===== src/rtl/demux_dispatch_ctrl_pkg.sv =====
// Shared types and helpers for the demux dispatch controller.
// Holds channel/data widths, the FSM state type and the channel-to-select wiring map.
package demux_dispatch_ctrl_pkg;

  localparam int NCH = 4;
  localparam int DW  = 16;

  typedef logic [1:0] ch_t;

  typedef enum logic {
    IDLE = 1'b0,
    HOLD = 1'b1
  } state_t;

  // The demux select lines are wired one position ahead of the channel index.
  function automatic logic [1:0] ch_to_sel(input ch_t c);
    return c + 2'd1;
  endfunction

  function automatic logic [NCH-1:0] ch_onehot(input ch_t c);
    logic [NCH-1:0] v;
    v    = '0;
    v[c] = 1'b1;
    return v;
  endfunction

endpackage


===== src/rtl/demux_dispatch_ctrl_rr_pick.sv =====
// Combinational round-robin picker: first ready channel scanning upward from rr_ptr.
// Falls back to rr_ptr itself when nothing is ready.
module demux_dispatch_ctrl_rr_pick
  import demux_dispatch_ctrl_pkg::*;
(
  input  ch_t            rr_ptr,
  input  logic [NCH-1:0] ready,
  output ch_t            pick,
  output logic           any_ready
);

  ch_t idx;

  // NOTE: every variable written here gets a default first so no latch is inferred.
  always_comb begin
    pick      = rr_ptr;
    any_ready = |ready;
    idx       = rr_ptr;
    // Scan from farthest to nearest so the nearest ready channel wins.
    for (int i = NCH - 1; i >= 0; i--) begin
      idx = rr_ptr + ch_t'(i);
      if (ready[idx]) pick = idx;
    end
  end

endmodule


===== src/rtl/demux_dispatch_ctrl.sv =====
// Sequencing controller for a 16-bit 1-to-4 demux: one-entry buffer, round-robin or
// addressed destination, holds data/select/enable until the chosen channel accepts.
module demux_dispatch_ctrl
  import demux_dispatch_ctrl_pkg::*;
(
  input  logic           clk,
  input  logic           rst,
  input  logic           mode,
  input  logic           in_valid,
  input  logic [DW-1:0]  in_data,
  input  logic [1:0]     in_dest,
  output logic           in_ready,
  input  logic [NCH-1:0] out_ready,
  output logic [NCH-1:0] out_valid,
  output logic [DW-1:0]  dmx_data,
  output logic [1:0]     dmx_sel,
  output logic           dmx_el,
  output logic           busy,
  output logic [15:0]    tx_count
);

  state_t        state_q, state_d;
  logic [DW-1:0] data_q;
  ch_t           dest_q, dest_d;
  logic          mode_q;
  ch_t           rr_ptr_q;
  logic [15:0]   tx_count_q;

  logic          capture, deliver;
  ch_t           rr_pick_idx;
  logic          rr_any;

  demux_dispatch_ctrl_rr_pick u_rr_pick (
    .rr_ptr    (rr_ptr_q),
    .ready     (out_ready),
    .pick      (rr_pick_idx),
    .any_ready (rr_any)
  );

  always_comb begin
    state_d = state_q;
    capture = 1'b0;
    deliver = 1'b0;
    unique case (state_q)
      IDLE: begin
        if (in_valid) begin
          capture = 1'b1;
          state_d = HOLD;
        end
      end
      HOLD: begin
        // Only the latched destination's ready matters; dest is never re-targeted.
        if (out_ready[dest_q]) begin
          deliver = 1'b1;
          state_d = IDLE;
        end
      end
      default: state_d = IDLE;
    endcase
  end

  always_comb begin
    if (mode)        dest_d = in_dest;
    else if (rr_any) dest_d = rr_pick_idx;
    else             dest_d = rr_ptr_q;
  end

  // NOTE: sequential state uses non-blocking assignments so all registers update together.
  always_ff @(posedge clk) begin
    if (rst) state_q <= IDLE;
    else     state_q <= state_d;
  end

  // NOTE: the data buffer is reset too, because dmx_data has a defined value out of reset.
  always_ff @(posedge clk) begin
    if (rst) begin
      data_q     <= '0;
      dest_q     <= '0;
      mode_q     <= 1'b0;
      rr_ptr_q   <= '0;
      tx_count_q <= '0;
    end else begin
      if (capture) begin
        data_q <= in_data;
        dest_q <= dest_d;
        mode_q <= mode;
      end
      if (deliver) begin
        tx_count_q <= tx_count_q + 16'd1;
        if (!mode_q) rr_ptr_q <= dest_q + 2'd1;
      end
    end
  end

  // All handshake and demux controls decode from registered state only.
  assign in_ready  = (state_q == IDLE);
  assign busy      = (state_q == HOLD);
  assign dmx_el    = (state_q != HOLD);
  assign dmx_sel   = (state_q == HOLD) ? ch_to_sel(dest_q) : 2'b00;
  assign out_valid = (state_q == HOLD) ? ch_onehot(dest_q) : '0;
  assign dmx_data  = data_q;
  assign tx_count  = tx_count_q;

endmodule


===== config.mk =====
export PLATFORM = sky130hd
export DESIGN_NAME = demux_dispatch_ctrl
export DESIGN_NICKNAME = d
export VERILOG_FILES = /design/src/rtl/demux_dispatch_ctrl_pkg.sv /design/src/rtl/demux_dispatch_ctrl_rr_pick.sv /design/src/rtl/demux_dispatch_ctrl.sv
export SDC_FILE = /design/constraint.sdc
export NUM_CORES = 1
export LEC_CHECK = 0
export BUFFER_PORTS_ARGS = -buffer_cell sky130_fd_sc_hd__buf_2
export CORE_MARGIN = 2
export CORE_UTILIZATION = 44
export CTS_CLUSTER_SIZE = 16
export DETAILED_ROUTE_END_ITERATION = 10
export PLACE_DENSITY = 0.76
export SLEW_MARGIN = 5
export SYNTH_ARGS = -nofsm -noshare
export SYNTH_HDL_FRONTEND = slang
export SYNTH_SLANG_ARGS = --single-unit

===== constraint.sdc =====
create_clock -name clk -period 1.7 [get_ports clk]
set_input_delay 0.425 -clock clk [delete_from_list [all_inputs] [get_ports clk]]
set_output_delay 0.425 -clock clk [all_outputs]
set_load 0.05 [all_outputs]

Word-level counts from Yosys, hierarchy flattened:

Index checks and enable logic that the tools add are counted.

* bits in registers: 38
* latch bits: 0
* RAM bits: 0
* memory bits (read-only): 0
* input port bits: 26
* memories kept: 0

* add/subtract/negate cells: 5
* multiply operators: 0
* divide/modulo/power cells: 0
* order comparisons: 6
* eq/ne operators: 0
* shift-type cells: 0
* muxes and demuxes: 26
* bitwise operators: 2
* reduce and logical (&&, ||, !) cells: 3

Operators by type and width (number)
* adder 16 x 1 -> 16 bit, second input constant: 1
* < comparator 2 x 3 -> 1 bit, second input constant: 5
* 2-to-1 mux 2 bit: 7
* 2-to-1 mux 1 bit: 11
* binary-select mux 1 bit (select 2 bit): 5
* adder 2 x 1 -> 2 bit, second input constant: 2
* adder 2 bit, second input constant: 2
* 2-to-1 mux 4 bit: 1
* OR reduction 4 bit: 1
* demux 1 bit (select 2 bit): 1
* greater-or-equal comparator 2 x 1 -> 1 bit, second input constant: 1
* NOT 1 bit: 2
* one-hot mux 1 bit (2 select lines): 1
* AND reduction 2 bit: 1
* logical AND 1 bit: 1

Depth between registers and ports, before layout:

* word-level depth: 9
* mapped depth: 7
* gate-level depth less buffers: 5

Cells and area by module:

From an unflattened synthesis, not the netlist that was laid out.

* cells, all modules: 229
* area, all modules: 1841.8 um^2

Modules (own cells, without submodules)
* demux_dispatch_ctrl: times used 1, cells each 213, area an instance 1741.7 um^2
* demux_dispatch_ctrl_rr_pick: times used 1, cells each 16, area an instance 100.1 um^2

Least setup slack after synthesis:

No wires, ideal clock.

* path type: register to register
* from: register state_q (netlist: busy)
* to: register tx_count_q[14] (netlist: tx_count[14])
* library setup time: 0.070 ns
* data arrival time: 2.188 ns
* path slack: -0.558 ns
* stages on the path, launching flop included: 7
* buffers on the path: 2
* period minus slack after synthesis: 2.258 ns
* path through: dfxtp_1 -> buf_4 -> and2b_1 -> a2bb2oi_2 -> buf_6 -> or4_1 -> a21oi_1

* word-level cells in the longest chain between the ends: 1

Ends and longest elaborated chain
* from (decl): line demux_dispatch_ctrl.sv:22 `state_t state_q, state_d;`
* from (signal assigned): line demux_dispatch_ctrl.sv:71 `else state_q <= state_d;`
* 2-to-1 mux 1 bit: line demux_dispatch_ctrl.sv:44 `unique case (state_q)`
* to (signal assigned): line demux_dispatch_ctrl.sv:89 `tx_count_q <= tx_count_q + 16'd1;`
* to (decl): line demux_dispatch_ctrl.sv:27 `logic [15:0] tx_count_q;`

No other way between the ends.
A chain may end at the register's enable or synchronous reset.

Final worst setup path:

* from: register dest_q[0]
* to: register tx_count_q[13] (netlist: tx_count[13])

* word-level cells in the longest chain between the ends: 4

Ends and longest elaborated chain
* from (decl): line demux_dispatch_ctrl.sv:24 `ch_t dest_q, dest_d;`
* from (signal assigned): line demux_dispatch_ctrl.sv:85 `dest_q <= dest_d;`
* binary-select mux 1 bit (select 2 bit): line demux_dispatch_ctrl.sv:53 `if (out_ready[dest_q]) begin`
* 2-to-1 mux 1 bit (implied by the code): line demux_dispatch_ctrl.sv:53
* 2-to-1 mux 1 bit: line demux_dispatch_ctrl.sv:53
* 2-to-1 mux 1 bit: line demux_dispatch_ctrl.sv:44

No other way between the ends. The select of a mux whose other input is x is not followed.

==> metrics <==
register area 787.0 um^2; P per Cell Area 834.1 mW/mm^2; ys async rst share 0%; Port-buffer cells 66; Ports 67; Worst EP arrival 1950 ps; max_slew headroom 78.13%; Root Buffer clkbuf_8; failing checks negative setup slack; CP required 1930 ps; Pre-antenna DRT Iters 4; core area 0.003943 mm^2; fin cells 340; Longest Clk Path Bufs 2; unrepaired setup endpoints after global routing yes; Yosys cell types 36; buffers and inverters on the worst path 2; Crit Path Max Fanout 5; Via-to-Cell Ratio 5.321; Hold Vio Cnt, Final 0; Crit. End Element register; Final Wtd Congestion 0.7262; Synthesis Warnings 0; Max Cap Violations 0; hold buffers post-CTS 0; # DRC 0; #FFs+latches synth 38; TritonCTS sink count 38; worst slew pin tran 328.1 ps; GRT Total Usage 17.67%; Max VDD drop 0.5588 mV; Yosys top cell area share 42.52%; CP Class register to register; cts bufs inserted 5; Hold Crit Class input pin to register; final wirelength 4527 um; Syn Inst Count 217; synthesized area per cell 8.245 um^2; CP startpoint kind register; # setup viols final 1; clk_skew 4.047 ps; placed insts 326; EDFF count, synth 0; fillers 333; clk slew on worst S/H paths 80 ps; pin count of the biggest net entering global routing 36; DRT iter0 DRCs 70; period utilization 101.3%; most numerous cell on the critical path buf_12; ant diodes 0; ratio of cells with drive above 1 in the final layout 42.41%; mapped cell area 0.001789 mm^2; Die W 67.77 um; FP Rows 23; CP top delay family simple AND/OR/NAND/NOR gates; total chip power 2.124 mW; Worst-Skew Late Latency 300 ps; most common library cells after synthesis 41 x nand2_1, 38 x dfxtp_1, 35 x a21oi_1; DR WL/cell 13.31 um; Detail Route Antenna Nets 0; first-pass GRT wire length 6065 um; Max Clk Rate 580.8 MHz; initial antenna violation count 0; area grow syn2layout 42.31%; max incr delay on CP 530 ps; Synthesized Nets 248; pre-CTS worst setup slack 4.138 ps; status complete, but fails checks; area occupied by multi-input gates 0.001020 mm^2; die height 67.77 um; sequential area share after synthesis 42.52%; Overflow after GRT 0; TritonCTS clock tree built; final worst slack -21.70 ps; Pins Over Slew Limit 0; vias 1809; Top FF cell, synth dfxtp_1; DIE AREA 0.004593 mm^2; LEAKAGE 1.090 nW; CP Cell Sequence buf_12 -> and2b_4 -> a2bb2oi_4 -> buf_12 -> or4_1 -> a21oi_1; Post-layout nets 320; Starting Density 45.38%; min Tclk post-route 1722 ps; Synth area leader dfxtp_1; vias in the first global route 1372; H-tree depth 2; HPWL Detailed 2881 um; Synth area leaders dfxtp_1 43%, a21oi_1 9.8%, nand2_1 8.6%, ha_1 3.5%, or3_1 3.5%; slowest CP cell or4_1; most numerous cell in the Yosys netlist nand2_1
-- tightest hold or removal path, cell delays in order --
cell and delay [ps]:
buf_2 100, nand2_1 40, a21oi_1 50
-- metrics by stage --
step	util, %	hold WS (ps)	TNS [ps]	area (um^2)
6_report	64.58	361.6	-21.70	2546
5_1_grt	64.58	354.5	-91.23	2546
4_1_cts	60.43	356.4	-24.49	2382
3_5_place_dp	56.27	443.0	0	2218
3_3_place_gp	56.27	438.8	0	2218
2_1_floorplan	-	460.3	-31.75	1826
-- report_power, final --
part / internal, mW / switching, mW
sequential: 0.928 / 0.0321
combinational: 0.195 / 0.310
clock: 0.326 / 0.332
total: 1.45 / 0.674
-- flip-flops by register name (all words and copies together) (netlist names) --
register / cells
mode_q: 1
rr_ptr_q: 2
tx_count: 16
dmx_data: 16
dest_q: 2
busy: 1
-- layout make-up --
type	instances	area share [%]
multi-input cells	160	40.05
flip-flops and latches	38	30.91
inverters	5	0.7371
clock buffers	6	3.243
clock inverters	2	0.4914
repair buffers	79	22.11
well taps	50	2.457
-- cell usage in the layout, fill, tap and decap left out, types with 2 or more instances in the layout --
cell type	n
buf_4	7
dfxtp_2	6
o31ai_1	8
nand4_1	3
nand3_1	5
a21oi_2	5
or4_4	5
dfxtp_4	5
buf_12	3
nand2_1	41
dfxtp_1	27
buf_8	3
ha_1	2
inv_1	3
or4_1	3
a221oi_1	2
nor2b_1	4
inv_2	2
or3_1	10
and3_1	2
nor2_1	5
clkbuf_16	3
and2_1	2
a21oi_1	30
clkbuf_8	6
buf_2	60
buf_6	2
o21ai_0	10
ha_2	2
and2_4	3
-- path summary, 6_finish.rpt --
| path | startpoint | endpoint | cells after the start | slack (ps) |
|---|---|---|---|---|
| worst min-delay path | in_data[11] | dmx_data[11]$_SDFFE_PP0P_ | 3 | 360 |
| worst max-delay path | dest_q[0]$_SDFFE_PP0P_ | tx_count[13]$_SDFFE_PP0N_ | 6 | -20 |
| worst max register to register | dest_q[0]$_SDFFE_PP0P_ | tx_count[13]$_SDFFE_PP0N_ | 6 | -20 |
| worst min register to register | dmx_data[0]$_SDFFE_PP0P_ | dmx_data[0]$_SDFFE_PP0P_ | 2 | 450 |
-- repair_timing --
| action | CTS | global route |
|---|---|---|
| pin swaps | 1 | 9 |
| setup endpoints to repair | 4 | 12 |
| gates cloned | 0 | 3 |
| buffers inserted | 3 | 0 |
| gates resized for setup | 14 | 24 |
-- layer usage --
layer | share of wire [%] | GRT usage (%) | vias up
li1 | - | - | 919
met1 | 43 | 22.57 | 831
met2 | 50 | 27.45 | 53
met3 | 5.3 | 4.500 | 6
met4 | 1.8 | 9.000 | 0
met5 | 0 | 0 | -
-- cells by family after synthesis --
logic type	Yosys count	share of synthesized area, %
adder cells (fa/ha/maj)	5	3.497
buffers and inverters	19	5.175
multiplexers	3	1.748
XOR/XNOR	1	0.4896
AND/OR/NAND/NOR	91	27.20
AO/OA/AOI/OAI	60	19.37
flip-flops	38	42.52
(Power assumes the default switching activity.)
